## src/rtl/chunked_subtractor.sv

```systemverilog
// Multi-cycle unsigned subtractor: in_a - in_b - b_in, CHUNK bits per clock over a registered carry chain.
// Define CHUNKED_SUBTRACTOR_ABS_EN to return the magnitude when the borrow is set (extra NEG pass).
module chunked_subtractor #(
  parameter int WIDTH  = 106,
  parameter int CHUNK  = 16,
  parameter int NCHUNK = (WIDTH + CHUNK - 1) / CHUNK
) (
  input  logic             clk,
  input  logic             rst,
  input  logic             in_valid,
  output logic             in_ready,
  input  logic [WIDTH-1:0] in_a,
  input  logic [WIDTH-1:0] in_b,
  input  logic             b_in,
  output logic             out_valid,
  input  logic             out_ready,
  output logic [WIDTH-1:0] diff,
  output logic             b_out,
  output logic             neg
);

  localparam int PW    = NCHUNK * CHUNK;
  localparam int CNT_W = (NCHUNK > 1) ? $clog2(NCHUNK) : 1;

`ifdef CHUNKED_SUBTRACTOR_ABS_EN
  typedef enum logic [1:0] {IDLE, SUB, NEG, DONE} state_t;
`else
  typedef enum logic [1:0] {IDLE, SUB, DONE} state_t;
`endif

  state_t             state, state_nxt;
  logic [PW-1:0]      a_q, nb_q, diff_q;
  logic               carry_q, b_out_q;
  logic [CNT_W-1:0]   cnt_q;
  logic [CHUNK-1:0]   add_x, add_y;
  logic [CHUNK:0]     add_r;
  logic               last;

  function automatic logic [CHUNK:0] chunk_add(input logic [CHUNK-1:0] x,
                                               input logic [CHUNK-1:0] y,
                                               input logic             c);
    return {1'b0, x} + {1'b0, y} + {{CHUNK{1'b0}}, c};
  endfunction

  // Results enter at the top and shift down, so after NCHUNK steps chunk k sits at bit k*CHUNK.
  function automatic logic [PW-1:0] shift_in(input logic [PW-1:0]    d,
                                             input logic [CHUNK-1:0] s);
    return (d >> CHUNK) | (PW'(s) << (PW - CHUNK));
  endfunction

  assign last      = (cnt_q == CNT_W'(NCHUNK - 1));
  assign in_ready  = (state == IDLE);
  assign out_valid = (state == DONE);
  assign diff      = diff_q[WIDTH-1:0];
  assign b_out     = b_out_q;
  assign neg       = b_out_q;

  // Single chunk adder shared by the subtract and negate passes.
  always_comb begin
    add_x = a_q[CHUNK-1:0];
    add_y = nb_q[CHUNK-1:0];
`ifdef CHUNKED_SUBTRACTOR_ABS_EN
    if (state == NEG) begin
      add_x = ~diff_q[CHUNK-1:0];
      add_y = '0;
    end
`endif
    add_r = chunk_add(add_x, add_y, carry_q);
  end

  always_comb begin
    state_nxt = state;
    case (state)
      IDLE: if (in_valid) state_nxt = SUB;
      SUB: if (last) begin
`ifdef CHUNKED_SUBTRACTOR_ABS_EN
        state_nxt = add_r[CHUNK] ? DONE : NEG;
`else
        state_nxt = DONE;
`endif
      end
`ifdef CHUNKED_SUBTRACTOR_ABS_EN
      NEG: if (last) state_nxt = DONE;
`endif
      DONE: if (out_ready) state_nxt = IDLE;
      default: state_nxt = IDLE;
    endcase
  end

  always_ff @(posedge clk or posedge rst) begin
    if (rst) state <= IDLE;
    else     state <= state_nxt;
  end

  // Operands are zero-extended for a and one-extended for ~b; the padding then passes the
  // carry out of bit WIDTH-1 unchanged, so the final chunk carry is the true WIDTH-bit carry.
  always_ff @(posedge clk) begin
    if (state == IDLE && in_valid) begin
      a_q  <= PW'(in_a);
      nb_q <= ~PW'(in_b);
    end else if (state == SUB) begin
      a_q  <= a_q >> CHUNK;
      nb_q <= nb_q >> CHUNK;
    end
  end

  always_ff @(posedge clk or posedge rst) begin
    if (rst) begin
      diff_q  <= '0;
      carry_q <= 1'b0;
      cnt_q   <= '0;
      b_out_q <= 1'b0;
    end else begin
      case (state)
        IDLE: if (in_valid) begin
          carry_q <= ~b_in;
          cnt_q   <= '0;
        end
        SUB: begin
          diff_q  <= shift_in(diff_q, add_r[CHUNK-1:0]);
          carry_q <= add_r[CHUNK];
          cnt_q   <= last ? '0 : cnt_q + CNT_W'(1);
          if (last) begin
            b_out_q <= ~add_r[CHUNK];
            carry_q <= 1'b1;
          end
        end
`ifdef CHUNKED_SUBTRACTOR_ABS_EN
        NEG: begin
          diff_q  <= shift_in(diff_q, add_r[CHUNK-1:0]);
          carry_q <= add_r[CHUNK];
          cnt_q   <= last ? '0 : cnt_q + CNT_W'(1);
        end
`endif
        default: ;
      endcase
    end
  end

endmodule

```

## config.mk

```make
export PLATFORM = sky130hd
export DESIGN_NAME = chunked_subtractor
export DESIGN_NICKNAME = d
export VERILOG_FILES = /design/src/rtl/chunked_subtractor.sv
export SDC_FILE = /design/constraint.sdc
export NUM_CORES = 1
export LEC_CHECK = 0
export BUFFER_PORTS_ARGS = -buffer_cell sky130_fd_sc_hd__buf_2
export CORE_MARGIN = 3
export CORE_UTILIZATION = 37
export CTS_CLUSTER_SIZE = 10
export DETAILED_ROUTE_END_ITERATION = 16
export REMOVE_ABC_BUFFERS = 1
export SLEW_MARGIN = 20
export SYNTH_ARGS = -nofsm -noshare
export SYNTH_HDL_FRONTEND = slang
export SYNTH_SLANG_ARGS = --single-unit
```

## constraint.sdc

```tcl
create_clock -name clk -period 6.19 [get_ports clk]
set_clock_uncertainty 0.05 [all_clocks]
set_input_delay 0.9285 -clock clk [delete_from_list [all_inputs] [get_ports clk]]
set_output_delay 0.9285 -clock clk [all_outputs]
set_load 0.005 [all_outputs]
```

# After elaboration in Yosys (flattened, before gate mapping)
# Cells that the tools add are included.
[totals] register_bits=337 in_bits=217 out_inout_bits=110 wordCells=41
[classes] addsub=3 eq_ne=6 muxes=14 n_bitwise=4 reduce_logical=7
[op_table] cell="$mux 112" count=2
[op_table] cell="$mux 106" count=2
[op_table] cell="$not 106->112" count=1
[op_table] cell="$or 96x112->112" count=1
[op_table] cell="$add 16x16->17" count=1
[op_table] cell="$add 17x1->17" count=1
[op_table] cell="$mux 2" count=3
[op_table] cell="$mux 3" count=2
[op_table] cell="$pmux 2 s3" count=1
[op_table] cell="$pmux 3 s2" count=1
[op_table] cell="$ne 2x2->1 const B" count=2
[op_table] cell="$reduce_and 2->1" count=2
[op_table] cell="$reduce_bool 2->1" count=2
[op_table] cell="$add 3x1->3 const B" count=1
[op_table] cell="$eq 3x3->1 const B" count=1
[op_table] cell="$reduce_and 3->1" count=1
[op_table] cell="$eq 2x1->1 const B" count=1
[op_table] cell="$eq 2x2->1 const B" count=1
[op_table] cell="$logic_not 2->1" count=1
[op_table] cell="$mux 1" count=2
[op_table] cell="$ne 2x1->1 const B" count=1
[op_table] cell="$not 1->1" count=2
[op_table] cell="$pmux 1 s2" count=1
[op_table] cell="$logic_and 1x1->1" count=1

# Logic depth before layout (Yosys ltp)
[depth] ltp_word=4 depth_mapped=8 mapped_depth_nobuf=8

# Worst setup path before layout
# Ideal clock, no wire load.
[synth_path] path_type="input -> register" startpoint="input in_valid" endpoint="register cnt_q[0]" setup_time_ns=0.354 arrival_ns=5.576 required_ns=5.786 path_slack_ns=0.211 path_stages=5 path_buffers=0 cell_sequence="nand2_1 -> inv_2 -> nor2_1 -> inv_1 -> o21ai_0"
[synth_between] elab_chain_len=2
[synth_lines] element="start, declared" line="10" text="input logic in_valid,"
[synth_lines] element="$ne 2x2->1 (no source line)"
[synth_lines] element="$reduce_and 2->1 (no source line)"
[synth_lines] element="end signal, assigned" line="122" text="cnt_q <= last ? '0 : cnt_q + CNT_W'(1);"
[synth_lines] element="end, declared" line="34" text="logic [CNT_W-1:0] cnt_q;"
# Every way passes these cells.
# A chain may end at the register's enable or synchronous reset.

# Final worst setup path
[layout_path] startpoint="register state[1]" endpoint="register nb_q[66], data pin"
[layout_between] elab_chain_len=3
[layout_lines] element="start, declared" line="31" text="state_t state, state_nxt;"
[layout_lines] element="start signal, assigned" line="92" text="else state <= state_nxt;"
[layout_lines] element="$logic_not 2->1" line="98" text="if (state == IDLE && in_valid) begin"
[layout_lines] element="$logic_and 1x1->1" line="98"
[layout_lines] element="$mux 112" line="98"
[layout_lines] element="end signal, assigned" line="100" text="nb_q <= ~PW'(in_b);"
[layout_lines] element="end signal, assigned" line="103" text="nb_q <= nb_q >> CHUNK;"
[layout_lines] element="end, declared" line="32" text="logic [PW-1:0] a_q, nb_q, diff_q;"
# Every way passes these cells.

==> results.json <==
{
  "status": "complete, no violations",
  "synth-edff-count": 213,
  "path_class": "reg -> reg",
  "grt_pass1_vias": 10000,
  "worst_slack_ns": 3.24,
  "stdcell_area_sq_mm": 0.0173,
  "ir_worst_vdd_uv": 275,
  "nNetsFinal": 1897,
  "ctsLongestPathBuffers": 3,
  "grt_util_all_layers": 0.157,
  "clk-insertion-delay-late_ns": 0.55,
  "cts_sinks": 332,
  "place_area_sq_mm": 0.0160,
  "final_hold_viol_count": 0,
  "syn_inst": 1464,
  "io_buffers": 326,
  "num_io_pins": 327,
  "fillers": 3739,
  "cts_hold_buffers": 0,
  "synth.most_common_cell": "nand2_1",
  "cts_resized": 0,
  "rsz0062_at_grt": "no",
  "grt_max_degree": 115,
  "synth_warnings": 0,
  "drc": 0,
  "cts_tree": "built",
  "worstPathRequired_ns": 6.39,
  "core-area_sq_mm": 0.0390,
  "place_congestion": 0.790,
  "maxSlewHeadroom": 0.298,
  "drive_gt1_frac": 0.238,
  "hold_class": "reg -> reg",
  "wirelength_um": 33500,
  "path_max_fanout": 109,
  "synth.area.top_cells": "edfxtp_1 (43%), dfrtp_1 (20%), nand2_1 (17%)",
  "path_clk_slew_ns": 0.06,
  "antenna_found_initial": 20,
  "critPathLaunchType": "flip-flop",
  "grt_pass1_wl_um": 52900,
  "synth.distinct_cells": 51,
  "slew_violations": 0,
  "start_util": 0.378,
  "maxCapViolations": 0,
  "syn_area_per_cell_sq_um": 10.1,
  "detail_route.first_pass.iterations": 5,
  "powerDensity_mw_per_mm2": 559,
  "netlist_area_sq_mm": 0.0147,
  "dieArea_sq_mm": 0.0422,
  "yosysSeqAreaShare": 0.636,
  "drt_iter0_drc": 613,
  "clock.fmax_mhz": 339,
  "die_x_um": 206,
  "leakage_uw": 0.00838,
  "fin_crit_sh": 0.477,
  "async_flop_share": 0.358,
  "via_count": 10300,
  "post-dp-hpwl_um": 22100,
  "viasPerCell": 4.67,
  "finalCriticalPeriod_ns": 2.95,
  "cts_max_level": 2,
  "synth_common_cells": "nand2_1 (679), edfxtp_1 (213), dfrtp_1 (119)",
  "die_y_um": 206,
  "synth_top_area_frac": 0.434,
  "wl_per_cell_um": 15.2,
  "std_cell_rows": 72,
  "synth-seq-cells": 332,
  "end_kind": "flip-flop",
  "cts_setup_buffers": 0,
  "yosysTopAreaCell": "edfxtp_1",
  "ctsRootBufferMaster": "clkbuf_16",
  "area_growth_pct": 17.1,
  "dp_slack_ns": 2.75,
  "detail-route-antenna-nets": 0,
  "gr-total-overflow": 0,
  "cp.arrival_ns": 3.15,
  "worst_pin_slew_ns": 1.05,
  "synth_flop_cell": "edfxtp_1",
  "cts_buffers": 41,
  "setup_viol": 0
}
[layer usage]
metal / wire [um] / GRT usage / up-vias
met5: 147 / 0 / -
met1: 14300 / 0.204 / 4711
met3: 2870 / 0.0551 / 80
li1: - / - / 5153
met4: 914 / 0.0566 / 24
met2: 15300 / 0.244 / 343
[cell type report]
cell class,count,area [sq um],area share
sequential,332,9370,0.543
antenna,8,20.0,0.00116
tap,518,648,0.0376
multi-input combinational,943,4250,0.246
timing repair buffer,337,1730,0.101
inverter,8,41.3,0.00239
clock buffer,54,1100,0.0635
clock inverter,8,91.3,0.00529
[logic make-up after synthesis]
| group | Yosys count | synth area share |
|---|---|---|
| adders and majority gates | 17 | 0.0155 |
| DFF | 332 | 0.636 |
| muxes | 1 | 0.000680 |
| buffers and inverters | 189 | 0.0768 |
| xor gates and xnor gates | 5 | 0.00297 |
| and+or+nand+nor | 750 | 0.200 |
| AOI/OAI and AO/OA | 170 | 0.0680 |
[where the power goes]
group / internal (uW) / total [uW] / switching (uW)
Combinational: 1180 / 3170 / 1990
Sequential: 3840 / 4310 / 470
Clock: 1280 / 2170 / 888
[final timing paths]
check,start,slack [ns],to,cells after the start
max,state[1]$_DFFE_PP0P_,3.24,nb_q[66]$_DFFE_PP_,6
min,diff_q[109]$_DFFE_PP0P_,0.41,diff_q[93]$_DFFE_PP0P_,2
max reg2reg,state[1]$_DFFE_PP0P_,3.24,nb_q[66]$_DFFE_PP_,6
min reg2reg,diff_q[109]$_DFFE_PP0P_,0.41,diff_q[93]$_DFFE_PP0P_,2
max in group asynchronous,rst,4.34,diff_q[57]$_DFFE_PP0P_,3
min in group asynchronous,rst,0.50,diff_q[28]$_DFFE_PP0P_,2
[cells in the final DEF (no fill, tap or decap), types with 4 or more instances in the layout]
master     netlist  routed
nand2b_1         6       5
dfrtp_1        119     119
ha_1            15      15
nor2_1          21      21
edfxtp_1       213     213
diode_2          0       8
nand3_1          8       8
a21o_1           8       8
a21oi_1         17      17
buf_2            4     326
o21ai_0        113     113
nor3_1           4       4
o211ai_1         7       7
inv_1            7       5
buf_4          107      10
xor2_1           4       4
nand2_1        679     678
clkbuf_1        58      12
and3_1          17      17
clkbuf_16        0      42
nand4_1          4       4
[registers in the layout (all words and copies together) (netlist names)]
name	count
a_q	106
diff_q	112
carry_q	1
b_out	1
cnt_q	3
state	2
nb_q	107
[per-stage QoR]
stage / util / hold WS, ns / setup TNS, ns / total power (uW) / std cells
2_1_floorplan: - / 0.380 / -1293.14 / 6580 / 1283
3_3_place_gp: 0.411 / 0.398 / 0 / 7440 / 2137
3_5_place_dp: 0.411 / 0.396 / 0 / 7570 / 2138
4_1_cts: 0.442 / 0.412 / 0 / 9800 / 2200
5_1_grt: 0.442 / 0.441 / 0 / 10500 / 2205
6_report: 0.442 / 0.407 / 0 / 9650 / 2208
[worst max-delay path, cell delays in order, from the launching register on]
cell and delay, ns:
dfrtp_1 0.43, nor2_1 0.07, buf_4 0.20, nand2_4 0.09
buf_4 0.65, buf_4 0.88, o21ai_0 0.21
No activity file was read; power rests on OpenSTA's default activity.
